<file path="src/rtl/bin_2_bcd_seq.sv">
// Sequential binary-to-BCD converter (shift-and-add-3), one iteration per input bit.
// Define BIN2BCD_GRAY_OUT_EN to add a registered Gray-code copy of the operand (out_gray).
module bin_2_bcd_seq #(
   parameter int unsigned WIDTH  = 8,
   parameter int unsigned DIGITS = 3
) (
   input  logic                  clk,
   input  logic                  rst_n,
   input  logic                  in_valid,
   output logic                  in_ready,
   input  logic [WIDTH-1:0]      in_data,
   output logic                  out_valid,
   input  logic                  out_ready,
   output logic [4*DIGITS-1:0]   out_bcd,
`ifdef BIN2BCD_GRAY_OUT_EN
   output logic [WIDTH-1:0]      out_gray,
`endif
   output logic                  busy
);

   localparam int unsigned BcdW = 4 * DIGITS;
   localparam int unsigned CntW = $clog2(WIDTH + 1);

   typedef enum logic [1:0] {StIdle, StShift, StDone} state_e;

   state_e            state_q, state_d;
   logic [WIDTH-1:0]  bin_q, bin_d;
   logic [BcdW-1:0]   acc_q, acc_d;
   logic [BcdW-1:0]   bcd_q, bcd_d;
   logic [CntW-1:0]   cnt_q, cnt_d;
   logic [BcdW-1:0]   acc_adj;
   logic [BcdW-1:0]   acc_shift;

   // Add-3 correction per nibble; the +3 never carries out of a nibble that was <= 9.
   always_comb begin
      acc_adj = acc_q;
      for (int unsigned i = 0; i < DIGITS; i++) begin
         if (acc_q[4*i +: 4] >= 4'd5) begin
            acc_adj[4*i +: 4] = acc_q[4*i +: 4] + 4'd3;
         end
      end
      acc_shift = {acc_adj[BcdW-2:0], bin_q[WIDTH-1]};
   end

   always_comb begin
      state_d   = state_q;
      bin_d     = bin_q;
      acc_d     = acc_q;
      cnt_d     = cnt_q;
      bcd_d     = bcd_q;
      in_ready  = 1'b0;
      out_valid = 1'b0;
      busy      = 1'b0;
      unique case (state_q)
         StIdle: begin
            in_ready = 1'b1;
            if (in_valid) begin
               bin_d   = in_data;
               acc_d   = '0;
               cnt_d   = CntW'(WIDTH);
               state_d = StShift;
            end
         end
         StShift: begin
            busy  = 1'b1;
            bin_d = bin_q << 1;
            acc_d = acc_shift;
            cnt_d = cnt_q - CntW'(1);
            // Result register only moves on the final step, so it is stable elsewhere.
            if (cnt_q == CntW'(1)) begin
               bcd_d   = acc_shift;
               state_d = StDone;
            end
         end
         StDone: begin
            out_valid = 1'b1;
            if (out_ready) begin
               state_d = StIdle;
            end
         end
         default: begin
            state_d = StIdle;
         end
      endcase
   end

   always_ff @(posedge clk or negedge rst_n) begin
      if (!rst_n) begin
         state_q <= StIdle;
         bin_q   <= '0;
         acc_q   <= '0;
         cnt_q   <= '0;
         bcd_q   <= '0;
      end else begin
         state_q <= state_d;
         bin_q   <= bin_d;
         acc_q   <= acc_d;
         cnt_q   <= cnt_d;
         bcd_q   <= bcd_d;
      end
   end

   assign out_bcd = bcd_q;

`ifdef BIN2BCD_GRAY_OUT_EN
   logic [WIDTH-1:0] gray_q, gray_d;

   always_comb begin
      gray_d = gray_q;
      if (state_q == StIdle && in_valid) begin
         gray_d = in_data ^ (in_data >> 1);
      end
   end

   always_ff @(posedge clk or negedge rst_n) begin
      if (!rst_n) begin
         gray_q <= '0;
      end else begin
         gray_q <= gray_d;
      end
   end

   assign out_gray = gray_q;
`endif

endmodule

</file>
<file path="config.mk">
export PLATFORM = sky130hd
export DESIGN_NAME = bin_2_bcd_seq
export DESIGN_NICKNAME = d
export VERILOG_FILES = /design/src/rtl/bin_2_bcd_seq.sv
export SDC_FILE = /design/constraint.sdc
export NUM_CORES = 1
export LEC_CHECK = 0
export CORE_AREA = 2 2 71 73
export DETAILED_ROUTE_END_ITERATION = 8
export DIE_AREA = 0 0 73 75
export SLEW_MARGIN = 20
export SYNTH_ARGS = -nofsm -noshare
export SYNTH_HDL_FRONTEND = slang
export SYNTH_SLANG_ARGS = --single-unit
</file>
<file path="constraint.sdc">
create_clock -name clk -period 4.4 [get_ports clk]
set_clock_uncertainty 0.1 [all_clocks]
set_input_delay 0.66 -clock clk [delete_from_list [all_inputs] [get_ports clk]]
set_output_delay 0.66 -clock clk [all_outputs]
set_load 0.05 [all_outputs]
</file>
; Word-level counts from Yosys, hierarchy flattened
; Index checks and enable logic that the tools add are counted.
[totals]
n_memories = 0
ram_bits = 0
out_inout_bits = 15
rom_bits = 0
in_bits = 12
register_bits = 38
elab_cells = 39
latch_bits = 0
[op_classes]
bitwise_logic = 0
eq_ne = 6
multipliers = 0
shifts = 0
mux = 16
div_mod_pow = 0
n_lt_le_gt_ge = 3
reduce_logical = 5
add_sub_neg = 4
[ops]
columns = op, n
row1 = case mux 12 bit (2 select lines), 1
row2 = case mux 8 bit (2 select lines), 1
row3 = ">= comparator 4 x 3 -> 1 bit, second input constant", 3
row4 = 2-to-1 mux 12 bit, 1
row5 = 2-to-1 mux 4 bit, 3
row6 = "adder 4 x 2 -> 4 bit, second input constant", 2
row7 = 2-to-1 mux 8 bit, 1
row8 = case mux 4 bit (2 select lines), 1
row9 = 2-to-1 mux 2 bit, 3
row10 = "!= test 2 bit, second input constant", 3
row11 = case mux 2 bit (3 select lines), 1
row12 = "equality test 4 x 1 -> 1 bit, second input constant", 1
row13 = AND reduction 2 bit, 2
row14 = "subtractor 4 x 1 -> 4 bit, second input constant", 1
row15 = "adder 3 x 2 -> 3 bit, second input constant", 1
row16 = 2-to-1 mux 1 bit, 3
row17 = 2-to-1 mux 3 bit, 1
row18 = AND reduction 3 bit, 1
row19 = "equality test 2 x 1 -> 1 bit, second input constant", 1
row20 = "equality test 2 bit, second input constant", 1
row21 = logical NOT 2 bit, 1
row22 = nonzero test 2 bit, 1

; Longest topological paths before layout
[depth]
word_depth = 3
mapped_depth = 7
mapped_depth_nobuf = 6

; Worst setup path before layout
; No wires, ideal clock.
[synth_timing]
path_type = reg2out
startpoint = register state_q[0]
endpoint = output in_ready
t_arrival_ns = 1.285
n_path_buf = 1
required_ns = 3.640
path_stages_with_launch = 3
path_slack_ns = 2.355
path_cell_list = dfrtp_1 -> clkbuf_1 -> nor2_1
[synth_via]
elab_chain_cells = 2
[synth_rtl]
columns = element, line
row1 = from (decl), 26  ; state_e state_q, state_d;
row2 = from (signal assigned), 89  ; state_q <= StIdle;
row3 = from (signal assigned), 95  ; state_q <= state_d;
row4 = logical NOT 2 bit, 54  ; unique case (state_q)
row5 = 2-to-1 mux 1 bit, 54
row6 = to (decl), 10  ; output logic in_ready,
; No other way between the ends.

; Worst setup path after layout
[layout_timing]
startpoint = register state_q[1]
endpoint = output busy
[layout_via]
elab_chain_cells = 2
[layout_rtl]
columns = element, line
row1 = equality test 2 x 1 -> 1 bit, 54
row2 = 2-to-1 mux 1 bit, 54
row3 = to (decl), 18  ; output logic busy
; No other way between the ends.

==> summary.txt <==
Outcome
  – Run status: finished, final reports clean

Pwr
  – P_leak: 0.9951 nW
  – Maximum VDD drop: 0.2124 mV
  – Pwr dens: 792.6 nW/µm²

Yosys
  – Synth Area in Compound Gates: 18.97%
  – Synth Warn #: 0
  – Post-synthesis xor/xnor area fraction: 1.383%
  – Primary FF master, synth: dfrtp_1
  – Mapped Avg Cell Area: 10.05 µm²
  – #FFs+latches synth: 38
  – FFs w/ async S/R, synth: 100.0%
  – Synth area leaders: dfrtp_1, o21ai_0, ha_1, a21oi_1, nand2_1
  – Post-synth top area share: 50.07%
  – Post-synth EDFFs: 0
  – Largest family of logic cells by synthesized area: compound AO/OA/AOI/OAI gates
  – Post-synthesis mux area share: 4.743%
  – Top post-synthesis cells by count: dfrtp_1, o21ai_0, nand2_1
  – Post-synthesis cell count: 189
  – Sequential fraction of the synthesis area: 50.07%
  – Yosys cell types: 27
  – Synth Area in Adders: 5.270%
  – Most common cell in the synthesized netlist: dfrtp_1
  – Synth Area in Simple Gates: 14.89%
  – Post-Syn Nets: 209
  – Area leader, netlist: dfrtp_1
  – Post-Syn Area: 1899 µm²

Setup path
  – Worst EP required: 3.64 ns
  – Slowest CP cell: clkdlybuf4s50_1
  – Crit path cell chain: nand2b_4 > clkinv_2 > clkdlybuf4s50_1
  – Crit-path max FO: 17
  – Crit path launch type: flop
  – Buffers & Inverters on Critical Path: 2
  – Slowest stage delay, CP: 0.78 ns
  – CP endpoint kind: primary output
  – Family with the most delay on the worst path: buffers and inverters
  – CP Class: flop to primary output
  – Crit path arrival time: 2.18 ns

Route
  – Routed Antenna Nets: 0
  – WL final: 3.669 mm
  – DR iter-0 viols: 82
  – DR vias: 1405
  – Vias/cell: 5.243
  – DRC violations left: 0
  – Drt first pass iters: 4
  – Wire per inst: 13.69 µm

Place
  – DP Area: 2172 µm²
  – DP HPWL: 2.560 mm
  – DP Cell Count: 260
  – Final Wtd Congestion: 0.7257
  – Port-buffer cells: 26
  – DP Worst Slack: 1.764 ns

Floorplanning
  – Die width: 73 µm
  – FP Rows: 25
  – IO Count: 27
  – Die Footprint: 5475 µm²
  – Starting density of the core: 40.75%
  – DIE HEIGHT: 75 µm
  – Core Box Area: 4661 µm²

Timing
  – Max-Slew Margin vs Limit: 44.56%
  – RSZ-0062 raised after global routing: false
  – Tcrit/Tclk final: 66.88%
  – Pin slew with the least headroom to its limit: 0.8316 ns
  – Final Critical Period: 2.943 ns
  – Final Hold Viols: 0
  – Setup Total Neg Slack: 0 ns
  – Count of pins over their slew limit: 0
  – Final setup violation count: 0
  – F_max: 0.3398 GHz
  – Worst setup margin: 1.457 ns

Cells and area
  – Synth-to-layout area growth: 20.09%
  – Layout cells sized above 1: 11.21%
  – NumNets Final: 233
  – N_diodes: 0
  – Final Non-Filler Cells: 268
  – Fillers: 436
  – Post-route cell area: 2281 µm²
  – Final core occ: 48.94%

Clock network
  – Num CTS Buffers: 5
  – Clk_lat worst skew: 0.29 ns
  – Hold Buf Count CTS: 0
  – CTS tree: yes
  – H-tree depth: 2
  – Post-CTS setup buffers: 0
  – Worst-path clk slew: 0.08 ns
  – Cts repair resizes: 0
  – Root Driver: clkbuf_8
  – Clk sinks: 38
  – Clock buffer depth: 2

GRT
  – Number of global-route vias before repair: 1360
  – Gr usage total: 14.61%
  – Overflow after GRT: 0
  – First-pass GRT wire length: 6.078 mm
  – Initial antenna violation count: 0
  – Pin count of the biggest net entering global routing: 39

Min path
  – Hold Path Class: input port to async pin

Run
  – Max cap viols: 0
[worst paths after layout]
path / start / end / slack, ns / cells past startpoint
setup / recovery: state_q[1]$_DFFE_PN0P_ / busy / 1.46 / 3
setup reg to reg: state_q[1]$_DFFE_PN0P_ / out_bcd[1]$_DFFE_PN0P_ / 2.28 / 4
hold reg to reg: out_bcd[8]$_DFFE_PN0P_ / out_bcd[8]$_DFFE_PN0P_ / 0.38 / 2
min in group clk: out_bcd[8]$_DFFE_PN0P_ / out_bcd[8]$_DFFE_PN0P_ / 0.38 / 2
max in group asynchronous: rst_n / bin_q[1]$_DFFE_PN0P_ / 3.31 / 1
hold / removal: rst_n / out_bcd[10]$_DFFE_PN0P_ / 0.37 / 1
[worst register-to-register path, delay by kind of cell, from the launching register on]
family        cells  cell delay, ns
mux               1            0.39
simple gates      2            0.70
flops             1            0.58
buf+inv           1            0.25
[sequential cells by signal, indices dropped and copies added, names as in the netlist]
signal   count
bin_q        8
acc_q       12
state_q      2
out_bcd     12
cnt_q        4
[stage by stage]
step           total power (W)  hold slack [ns]
6_report              0.001808           0.3656
4_1_cts               0.001826           0.3864
3_3_place_gp          0.001501           0.3641
2_1_floorplan         0.001285           0.2644
5_1_grt               0.001938           0.4077
3_5_place_dp          0.001530           0.3732
[kinds of logic (layout without fill, tap and decap cells)]
family,after synthesis,in the layout
muxes,7,7
adders and majority gates,8,8
AOI/OAI and AO/OA,62,62
DFF,38,38
xor gates and xnor gates,3,3
and+or+nand+nor,52,52
buffers and inverters,19,44
[where the power goes]
part | switching, W | total [W] | internal, W
sequential | 0.000147 | 0.000647 | 0.000500
combinational | 0.000514 | 0.000871 | 0.000357
clock | 0.000123 | 0.000290 | 0.000167
total | 0.000784 | 0.00181 | 0.00102
[cell type report]
cell class,instances,area (µm²),share of cell area [%]
clock inverter,3,40.04,1.755
multi-input combinational,132,859.6,37.69
timing repair buffer,26,255.2,11.19
sequential,38,950.9,41.69
clock buffer,5,68.82,3.017
tap,54,67.56,2.962
inverter,10,38.79,1.700
[metal layers]
layer	up-vias	wire (µm)	share of wire, %	GRT usage, %
met5	-	0	0	0
li1	699	-	-	-
met1	682	1783	49	17.59
met4	0	69	1.9	6.379
met3	5	93	2.5	4.150
met2	19	1723	47	24.52
[placed cells by master, fill, tap and decap left out, drive strengths merged]
cell	Yosys	final
o21ai	32	32
nand2b	5	5
clkbuf	1	5
buf	8	1
o21bai	1	1
dfrtp	38	38
ha	8	8
nand3	3	3
xnor2	3	3
nor3b	6	6
clkdlybuf4s50	0	25
bufinv	0	1
nor2	2	2
a22o	4	4
nand3b	1	1
inv	9	9
nand2	21	21
nor2b	10	10
a21oi	18	18
nor3	4	4
clkinv	1	3
mux2	7	7
a22oi	7	7
Note: power is estimated with default switching activity, not from simulation.
